## src/rtl/k7_aurora_link_supervisor.sv

```systemverilog
// k7_aurora_link_supervisor
// Sequences the Kintex-7 Aurora reset pins (PMA_INIT, then RESET_PB) and waits
// for CHANNEL_UP. Timeouts are counted and the block gives up after MAX_RETRY
// consecutive timeouts. A live link is torn down on channel loss or hard error
// (full PMA reset) or on too many soft errors within a window (PB reset only).
// One 24-bit timer is shared by every state and restarts on each state entry.
// In UP the same timer also measures the soft-error window.
module k7_aurora_link_supervisor #(
  parameter int PMA_HOLD    = 100,
  parameter int PB_HOLD     = 100,
  parameter int TIMEOUT     = 5000000,
  parameter int MAX_RETRY   = 8,
  parameter int SOFT_LIMIT  = 8,
  parameter int SOFT_WINDOW = 1000000
) (
  input  logic       CLK,
  input  logic       RST_N,
  input  logic       CHANNEL_UP,
  input  logic       HARD_ERR,
  input  logic       SOFT_ERR,
  input  logic       CLEAR,
  output logic       PMA_INIT,
  output logic       RESET_PB,
  output logic       LINK_OK,
  output logic       FAIL,
  output logic [3:0] RETRY_CNT,
  output logic [7:0] DROP_CNT
);

  localparam int SW = $clog2(SOFT_LIMIT + 1);

  // Terminal timer values: a state with hold N lasts exactly N cycles.
  localparam logic [23:0]   PMA_LAST  = 24'(PMA_HOLD - 1);
  localparam logic [23:0]   PB_LAST   = 24'(PB_HOLD - 1);
  localparam logic [23:0]   TO_LAST   = 24'(TIMEOUT - 1);
  localparam logic [23:0]   WIN_LAST  = 24'(SOFT_WINDOW - 1);
  localparam logic [3:0]    RETRY_MAX = 4'(MAX_RETRY);
  localparam logic [SW-1:0] SOFT_LAST = SW'(SOFT_LIMIT - 1);

  typedef enum logic [2:0] {
    S_PMA    = 3'd0,
    S_PB     = 3'd1,
    S_WAIT   = 3'd2,
    S_UP     = 3'd3,
    S_FAILED = 3'd4
  } state_t;

  state_t          state_q, state_d;
  logic [23:0]     timer_q, timer_d;
  logic [SW-1:0]   soft_q, soft_d;
  logic [3:0]      retry_q, retry_d;
  logic [7:0]      drop_q, drop_d;
  logic            pma_q, pma_d;
  logic            pb_q, pb_d;
  logic            ok_q, ok_d;
  logic            fail_q, fail_d;
  logic            drop_inc;
  logic [3:0]      retry_inc;

  assign retry_inc = retry_q + 4'd1;

  // State, counters and registered outputs; reset restarts from a full PMA hold.
  always_ff @(posedge CLK or negedge RST_N) begin
    if (!RST_N) begin
      state_q <= S_PMA;
      timer_q <= '0;
      soft_q  <= '0;
      retry_q <= '0;
      drop_q  <= '0;
      pma_q   <= 1'b1;
      pb_q    <= 1'b1;
      ok_q    <= 1'b0;
      fail_q  <= 1'b0;
    end else begin
      state_q <= state_d;
      timer_q <= timer_d;
      soft_q  <= soft_d;
      retry_q <= retry_d;
      drop_q  <= drop_d;
      pma_q   <= pma_d;
      pb_q    <= pb_d;
      ok_q    <= ok_d;
      fail_q  <= fail_d;
    end
  end

  // Next-state decode; outputs are decoded from the next state so that the
  // registered pins line up with the registered state.
  always_comb begin
    state_d  = state_q;
    timer_d  = timer_q + 24'd1;
    soft_d   = '0;
    retry_d  = retry_q;
    drop_d   = drop_q;
    drop_inc = 1'b0;

    case (state_q)
      S_PMA: begin
        if (timer_q == PMA_LAST) state_d = S_PB;
      end
      S_PB: begin
        if (timer_q == PB_LAST) state_d = S_WAIT;
      end
      S_WAIT: begin
        // Channel up wins over a timeout landing in the same cycle.
        if (CHANNEL_UP) begin
          state_d = S_UP;
          retry_d = '0;
        end else if (timer_q == TO_LAST) begin
          retry_d = retry_inc;
          state_d = (retry_inc == RETRY_MAX) ? S_FAILED : S_PMA;
        end
      end
      S_UP: begin
        // Hard causes take priority and cost a single drop count.
        if (!CHANNEL_UP || HARD_ERR) begin
          state_d  = S_PMA;
          drop_inc = 1'b1;
        end else if (SOFT_ERR && (soft_q == SOFT_LAST)) begin
          state_d  = S_PB;
          drop_inc = 1'b1;
        end else if (timer_q == WIN_LAST) begin
          // Window closes: the soft count and the window timer restart together.
          soft_d  = '0;
          timer_d = '0;
        end else begin
          soft_d = soft_q + SW'(SOFT_ERR);
        end
      end
      S_FAILED: begin
        timer_d = '0;
        if (CLEAR) begin
          state_d = S_PMA;
          retry_d = '0;
        end
      end
      default: begin
        state_d = S_PMA;
      end
    endcase

    if (state_d != state_q) begin
      timer_d = '0;
      soft_d  = '0;
    end

    if (drop_inc && (drop_q != 8'hFF)) drop_d = drop_q + 8'd1;

    pma_d  = (state_d == S_PMA) || (state_d == S_FAILED);
    pb_d   = (state_d == S_PMA) || (state_d == S_PB) || (state_d == S_FAILED);
    ok_d   = (state_d == S_UP);
    fail_d = (state_d == S_FAILED);
  end

  assign PMA_INIT  = pma_q;
  assign RESET_PB  = pb_q;
  assign LINK_OK   = ok_q;
  assign FAIL      = fail_q;
  assign RETRY_CNT = retry_q;
  assign DROP_CNT  = drop_q;

endmodule
```

## config.mk

```make
export PLATFORM = sky130hd
export DESIGN_NAME = k7_aurora_link_supervisor
export DESIGN_NICKNAME = d
export VERILOG_FILES = /design/src/rtl/k7_aurora_link_supervisor.sv
export SDC_FILE = /design/constraint.sdc
export NUM_CORES = 1
export LEC_CHECK = 0
export ABC_AREA = 1
export BUFFER_PORTS_ARGS = -buffer_cell sky130_fd_sc_hd__buf_2
export CAP_MARGIN = 10
export CORE_MARGIN = 8
export CORE_UTILIZATION = 40
export DETAILED_ROUTE_END_ITERATION = 10
export GPL_ROUTABILITY_DRIVEN = 0
export SLEW_MARGIN = 10
export SYNTH_ARGS = -nofsm -noshare
export SYNTH_HDL_FRONTEND = slang
export SYNTH_SLANG_ARGS = --single-unit
```

## constraint.sdc

```tcl
create_clock -name CLK -period 2.5 [get_ports CLK]
set_clock_uncertainty 0.15 [all_clocks]
set_input_delay 0.25 -clock CLK [delete_from_list [all_inputs] [get_ports CLK]]
set_output_delay 0.25 -clock CLK [all_outputs]
set_load 0.01 [all_outputs]
```

==> results of run 1 <==
[Yosys cell counts (all sizes together)]
cell / instances
nor3: 33
o211ai: 2
nand3: 43
o221ai: 1
ha: 6
a21oi: 4
clkinv: 1
inv: 53
nand2: 100
xor2: 9
dfrtp: 45
buf: 7
or2: 4
nand4: 15
o21bai: 3
nor2: 64
a31oi: 1
dfstp: 2
o21ai: 13
xnor2: 5
[path summary, 6_finish.rpt]
kind / end / slack, ns / cells past startpoint / startpoint
max: timer_q[7]$_DFF_PN0_ / 0.32 / 11 / timer_q[0]$_DFF_PN0_
min: RETRY_CNT[3]$_DFFE_PN0P_ / 0.12 / 4 / CHANNEL_UP
max reg2reg: timer_q[7]$_DFF_PN0_ / 0.32 / 11 / timer_q[0]$_DFF_PN0_
min reg2reg: DROP_CNT[3]$_DFFE_PN0P_ / 0.39 / 1 / DROP_CNT[3]$_DFFE_PN0P_
max in group asynchronous: timer_q[15]$_DFF_PN0_ / 1.36 / 3 / RST_N
min in group asynchronous: soft_q[0]$_DFF_PN0_ / 0.42 / 3 / RST_N
[per-stage QoR]
stage / worst slack, ns / util / power [mW]
floorplan: 0.742 / - / 1.60
global placement: 0.424 / 0.434 / 1.71
detailed placement: 0.354 / 0.434 / 1.72
CTS: 0.329 / 0.446 / 2.19
global route: 0.132 / 0.446 / 2.32
finish: 0.322 / 0.446 / 2.16
[power breakdown]
group | switching [mW] | internal (mW)
Sequential | 0.0819 | 0.859
Combinational | 0.521 | 0.235
Clock | 0.265 | 0.195
Total | 0.868 | 1.29
[flip-flops by register name, indices dropped and copies added, names as in the netlist]
register,flops
DROP_CNT,8
FAIL,1
LINK_OK,1
PMA_INIT,1
RESET_PB,1
RETRY_CNT,4
soft_q,4
state_q,3
timer_q,24
[worst max-delay path: cells and delay by family, from the launching register on]
family	cells	cell delay, ns
AOI/OAI and AO/OA	1	0.12
and+or+nand+nor	7	0.90
buffers and inverters	2	0.30
DFF	1	0.36
adders and majority gates	1	0.21
[routing by layer]
metal,wire length [microns],GRT usage,vias up
met3,229,0.0221,8
met2,3370,0.230,40
met5,0,0,-
li1,-,-,1370
met1,3370,0.176,1275
met4,110,0.0489,0
[cell type report]
cell class | instances | area [sq um] | share of cell area
clock buffer | 5 | 68.8 | 0.0201
timing repair buffer | 26 | 158 | 0.0459
sequential | 47 | 1180 | 0.343
tap | 102 | 128 | 0.0372
clock inverter | 3 | 20.0 | 0.00583
multi-input combinational | 303 | 1680 | 0.488
inverter | 54 | 204 | 0.0594
[cell usage in the layout (no fill, tap or decap), types with 3 or more instances in the layout]
cell type  instances
buf_2             21
o21bai_1           3
nand4_1           14
a21oi_1            3
nand2_1           93
nor2_2             7
nor3_2            23
dfrtp_1           45
nor3_1            10
clkbuf_8           5
or2_2              3
ha_1               6
nor2_4             3
nand3_1           40
xnor2_1            5
nand2_2            6
nor2_1            54
buf_4              3
inv_1             51
xor2_1             9
o21ai_0           12
[cells by family (layout without fill, tap and decap cells)]
| logic type | count (synthesis) | after routing | share of synthesized area |
|---|---|---|---|
| adder cells (fa/ha/maj) | 6 | 6 | 0.0239 |
| flip-flops | 47 | 47 | 0.375 |
| buffers and inverters | 61 | 88 | 0.0912 |
| AND/OR/NAND/NOR | 259 | 259 | 0.421 |
| AO/OA/AOI/OAI | 24 | 24 | 0.0498 |
| XOR/XNOR | 14 | 14 | 0.0390 |
[what timing repair did]
item	4_1_cts	5_1_grt
gates resized for setup	0	0
hold endpoints to repair	45	0
hold buffers	1	0
setup endpoints to repair	0	0
==> metrics.yaml, run 1 <==
rsz0062_at_grt: "false"
cts_setup_buffers: 0
die_w_microns: 105
first_pass_iters: 4
syn_inst: 411
clock_latency_ns: 0.31
viasPerCell: 4.99
h-tree-depth: 2
grt_pass1_wl_microns: 12600
finalHoldViolCount: 0
fillers: 817
slowest_stage: "dfrtp_1"
hold_ws_ns: 0.124
post_drt_wl_per_cell_microns: 13.1
initialDrtViolationCount: 127
avgSynthCellArea_sq_um: 7.64
diodes: 0
final_area_sq_um: 3430
cpMostUsedCell: "nand2_1"
slowest_delay_ns: 0.36
grtUsageTotal: 0.138
synth_area_sq_um: 3140
ant_nets: 0
drive_gt1_frac: 0.199
ir_drop_mv: 0.263
gr-total-overflow: 0
min_period_over_period: 0.871
grt_pass1_vias: 2630
routed_wl_microns: 7070
outcome: "completed"
synth_seq_area_share: 0.375
required_ns: 2.52
cts_sinks: 47
min_path_type: "input pin to register"
ys_ff_latch: 47
cts_buffers: 5
instances_no_fill: 540
drc: 0
clk_path_buf_depth: 2
min_period_ns: 2.18
antenna_found_initial: 0
synth_area_leaders: "dfrtp_1, nand2_1, nor3_2, nor2_1, nand3_1"
hpwlAfterDp_microns: 5280
grt_max_degree: 48
cts_tree: "built"
die_h_microns: 105
max_freq_mhz: 459
clk_pin_slew_ns: 0.09
yosysWarningCount: 0
crit_chain: "ha_1, nand2_1, inv_2, nand2_4, nor2_2, nand4_1, nand2_1, nand2_1, buf_4, o21ai_0, nor3_2"
dp_cells: 531
setup_viol: 0
cts-root-buf: "clkbuf_8"
maxCapViolCount: 0
crit_fanout: 22
die-area_sq_um: 10900
p_leak_nw: 1.62
yosysTopAreaCell: "dfrtp_1"
area_growth_pct: 9.28
pin_count: 22
portBuffers: 21
worst_pin_slew_ns: 0.608
finalMaxSlewViolations: 0
synth_top_area_frac: 0.359
power.density_nw_per_um2: 628
fin_tns_setup_ns: 0
critPathCaptureType: "register"
worst-setup-path-type: "register to register"
postPlaceCellArea_sq_um: 3330
slew_headroom: 0.595
num_vias: 2693
synth_cell_type_count: 35
final_nets: 449
std_cell_rows: 32
core_region_area_sq_um: 7690
arrival_ns: 2.20
start_util: 0.409
cp-start-kind: "register"
synth_fp_nets: 423
(Power assumes the default switching activity.)
==> run 2: changes to the inputs <==
Settings changed: ABC_AREA 1 to unset.
==> run 2 against run 1 <==
Against the previous run: total power shrank 8.5%; sequential power is 4.9% higher; fmax is 6.9% lower; register-to-register slack got worse by 0.16 ns; via count decreased by 27%; core utilization grew 3.5 points; clock-buffer cell count rose by 1; largest cell class unchanged.
==> metrics.yaml, run 2 <==
routed_wl_microns: 5390  # -24%
synth_area_leaders: "dfrtp_1, xor2_1, nor3_1, xnor2_1, nand3_1"
final_nets: 301  # -33%
cts_buffers: 5  # unchanged
worst-setup-path-type: "register to register"
antenna_found_initial: 0  # unchanged
clk_pin_slew_ns: 0.09  # about the same
core_region_area_sq_um: 6240  # -19%
p_leak_nw: 1.36  # -16%
drive_gt1_frac: 0.224  # +0.0255
holdPathStages: 3  # -1
min_path_type: "input pin to register"
final_area_sq_um: 3000  # -12%
crit_fanout: 4  # -82%
top_layer: "met4"
final_cell_mix: "dfrtp_1, nor3_1, buf_2"
slew_headroom: 0.607  # +0.0126
gr-total-overflow: 0  # unchanged
drc: 0  # unchanged
cts_tree: "built"
met1_length_microns: 2500  # -26%
synth_cell_type_count: 46  # +31%
cp-endpoint: "PMA_INIT$_DFF_PN1_"
r2r_cells: 7  # -4
maxCapViolCount: 0  # unchanged
dp_cells: 358  # -33%
multi_input_area_sq_um: 1300  # -22%
die-area_sq_um: 9140  # -17%
avgSynthCellArea_sq_um: 10.3  # +35%
async_flop_share: 1.00  # unchanged
cts-root-buf: "clkbuf_8"
yosysWarningCount: 0  # unchanged
rsz0062_at_grt: "false"
synth_area_sq_um: 2530  # -19%
outcome: "completed"
p_total_mw: 1.97  # -8.5%
diodes: 0  # unchanged
largest_reg_flops: 24  # unchanged
grt_max_degree: 48  # unchanged
h-tree-depth: 2  # unchanged
cts_setup_buffers: 0  # unchanged
worst_pin_slew_ns: 0.589  # -0.0188 ns
yosysMostFrequentCell: "dfrtp_1"
postPlaceCellArea_sq_um: 2870  # -14%
start_util: 0.406  # -0.00255
critPathCaptureType: "register"
synth_fp_nets: 258  # -39%
crit-reg2reg-capture: "PMA_INIT$_DFF_PN1_"
min_period_over_period: 0.936  # +0.0650
cp-start-kind: "register"
die_h_microns: 95.6  # -8.6%
crit_start: "timer_q[1]$_DFF_PN0_"
viasPerCell: 5.39  # +8.1%
min_period_ns: 2.34  # +0.163 ns
first_pass_iters: 4  # unchanged
ant_nets: 0  # unchanged
instances_no_fill: 367  # -32%
syn_inst: 246  # -40%
clk_path_buf_depth: 2  # unchanged
largest-register: "timer_q"
clock_latency_ns: 0.30  # about the same
synth_top_area_frac: 0.444  # +0.0859
grt_pass1_wl_microns: 9290  # -26%
synth_seq_area_share: 0.465  # +0.0899
wl_met2_microns: 2580  # -23%
grtUsageTotal: 0.128  # -0.0103
area_growth_pct: 18.6
final_common_cell: "dfrtp_1"
required_ns: 2.58  # +0.06 ns
regArea_sq_um: 1180  # unchanged
initialDrtViolationCount: 94  # -26%
ir_drop_mv: 0.364  # +38%
max_freq_mhz: 427  # -6.9%
r2r-start: "timer_q[1]$_DFF_PN0_"
grt_pass1_vias: 1930  # -27%
setup_viol: 0  # unchanged
power.density_nw_per_um2: 657  # +4.5%
pin_count: 22  # unchanged
synth_ff_type: "dfrtp_1"
num_vias: 1978  # -27%
routed-wl-met3_microns: 221  # -3.5%
fin_tns_setup_ns: 0  # unchanged
synth-edff-count: 0  # unchanged
yosysTopAreaCell: "dfrtp_1"
fillers: 600  # -27%
synth_common_cells: "dfrtp_1, nor3_1, xor2_1, nand3_1, xnor2_1"
cts_sinks: 47  # unchanged
finalMaxSlewViolations: 0  # unchanged
arrival_ns: 2.42  # +0.22 ns
std_cell_rows: 29  # -9.4%
ys_ff_latch: 47  # unchanged
r2r_slack_ns: 0.16  # -0.16 ns
hpwlAfterDp_microns: 3850  # -27%
finalHoldViolCount: 0  # unchanged
post_drt_wl_per_cell_microns: 14.7  # +12%
portBuffers: 21  # unchanged
die_w_microns: 95.6  # -8.6%
[run 2: changes by cell type after synthesis, sizes merged, moves of 4 or more]
| cell | previous run | this run |
|---|---|---|
| nand2 | 100 | 14 |
| nor2 | 64 | 14 |
| inv | 53 | 5 |
| nand3 | 43 | 17 |
| xnor2 | 5 | 15 |
| and3 | 0 | 9 |
| xor2 | 9 | 18 |
| nand4 | 15 | 7 |
| o21ai | 13 | 5 |
| nor3b | 0 | 5 |
| nor4 | 0 | 5 |
| and4 | 0 | 4 |
| or4 | 0 | 4 |
[run 2: stage by stage]
step | hold WS [ns] | setup slack, ns | utilization
floorplan | -0.196 | 0.233 | -
global placement | 0.229 | 0.0377 | 0.460
detailed placement | 0.235 | -0.0108 | 0.460
CTS | 0.119 | 0.137 | 0.481
global route | 0.137 | 0.00300 | 0.481
finish | 0.124 | 0.160 | 0.481
[run 2: cells by family after synthesis]
kind of cell,share of synthesized area
AND/OR/NAND/NOR,0.289
flip-flops,0.465
XOR/XNOR,0.114
AO/OA/AOI/OAI,0.0686
buffers and inverters,0.0242
adder cells (fa/ha/maj),0.0296
multiplexers,0.00889
[run 2: worst min-delay path by stage]
stage,start,to,slack [ns]
2_1_floorplan,RST_N,DROP_CNT[0]$_DFFE_PN0P_,-0.20
3_3_place_gp,RST_N,timer_q[0]$_DFF_PN0_,0.23
3_5_place_dp,RST_N,timer_q[0]$_DFF_PN0_,0.24
4_1_cts,CLEAR,FAIL$_DFF_PN0_,0.12
5_1_grt,CLEAR,FAIL$_DFF_PN0_,0.14
6_report,CLEAR,FAIL$_DFF_PN0_,0.12
[run 2: layout make-up]
class / instances / share of cell area
Clock buffer: 6 / 0.0275
Tap cell: 77 / 0.0321
Timing Repair Buffer: 42 / 0.0966
Clock inverter: 2 / 0.0117
Multi-Input combinational cell: 188 / 0.434
Inverter: 5 / 0.00625
Sequential cell: 47 / 0.392
[run 2: critical path, cell delays in order, from the launching register on]
cell	delay (ns)
dfrtp_1	0.39
ha_1	0.24
or4bb_1	0.51
nor4_2	0.38
buf_4	0.18
and4_1	0.18
a311o_1	0.17
nor2_1	0.06
[run 2: power breakdown]
part	total, mW	leakage, nW	internal (mW)	switching (mW)
combinational	0.403	0.677	0.197	0.207
clock	0.583	0.0612	0.324	0.259
sequential	0.986	0.619	0.865	0.121
total	1.97	1.36	1.39	0.587
[run 2: repair_timing]
action	CTS	global route
hold buffers	1	0
endpoints found under the hold margin	45	0
setup endpoints to repair	3	0
resized for setup	1	0
[run 2: routing by layer]
layer	vias to the layer above	global-route usage
li1	980	-
met1	961	0.159
met2	28	0.210
met3	9	0.0291
met4	0	0.0461
met5	-	0
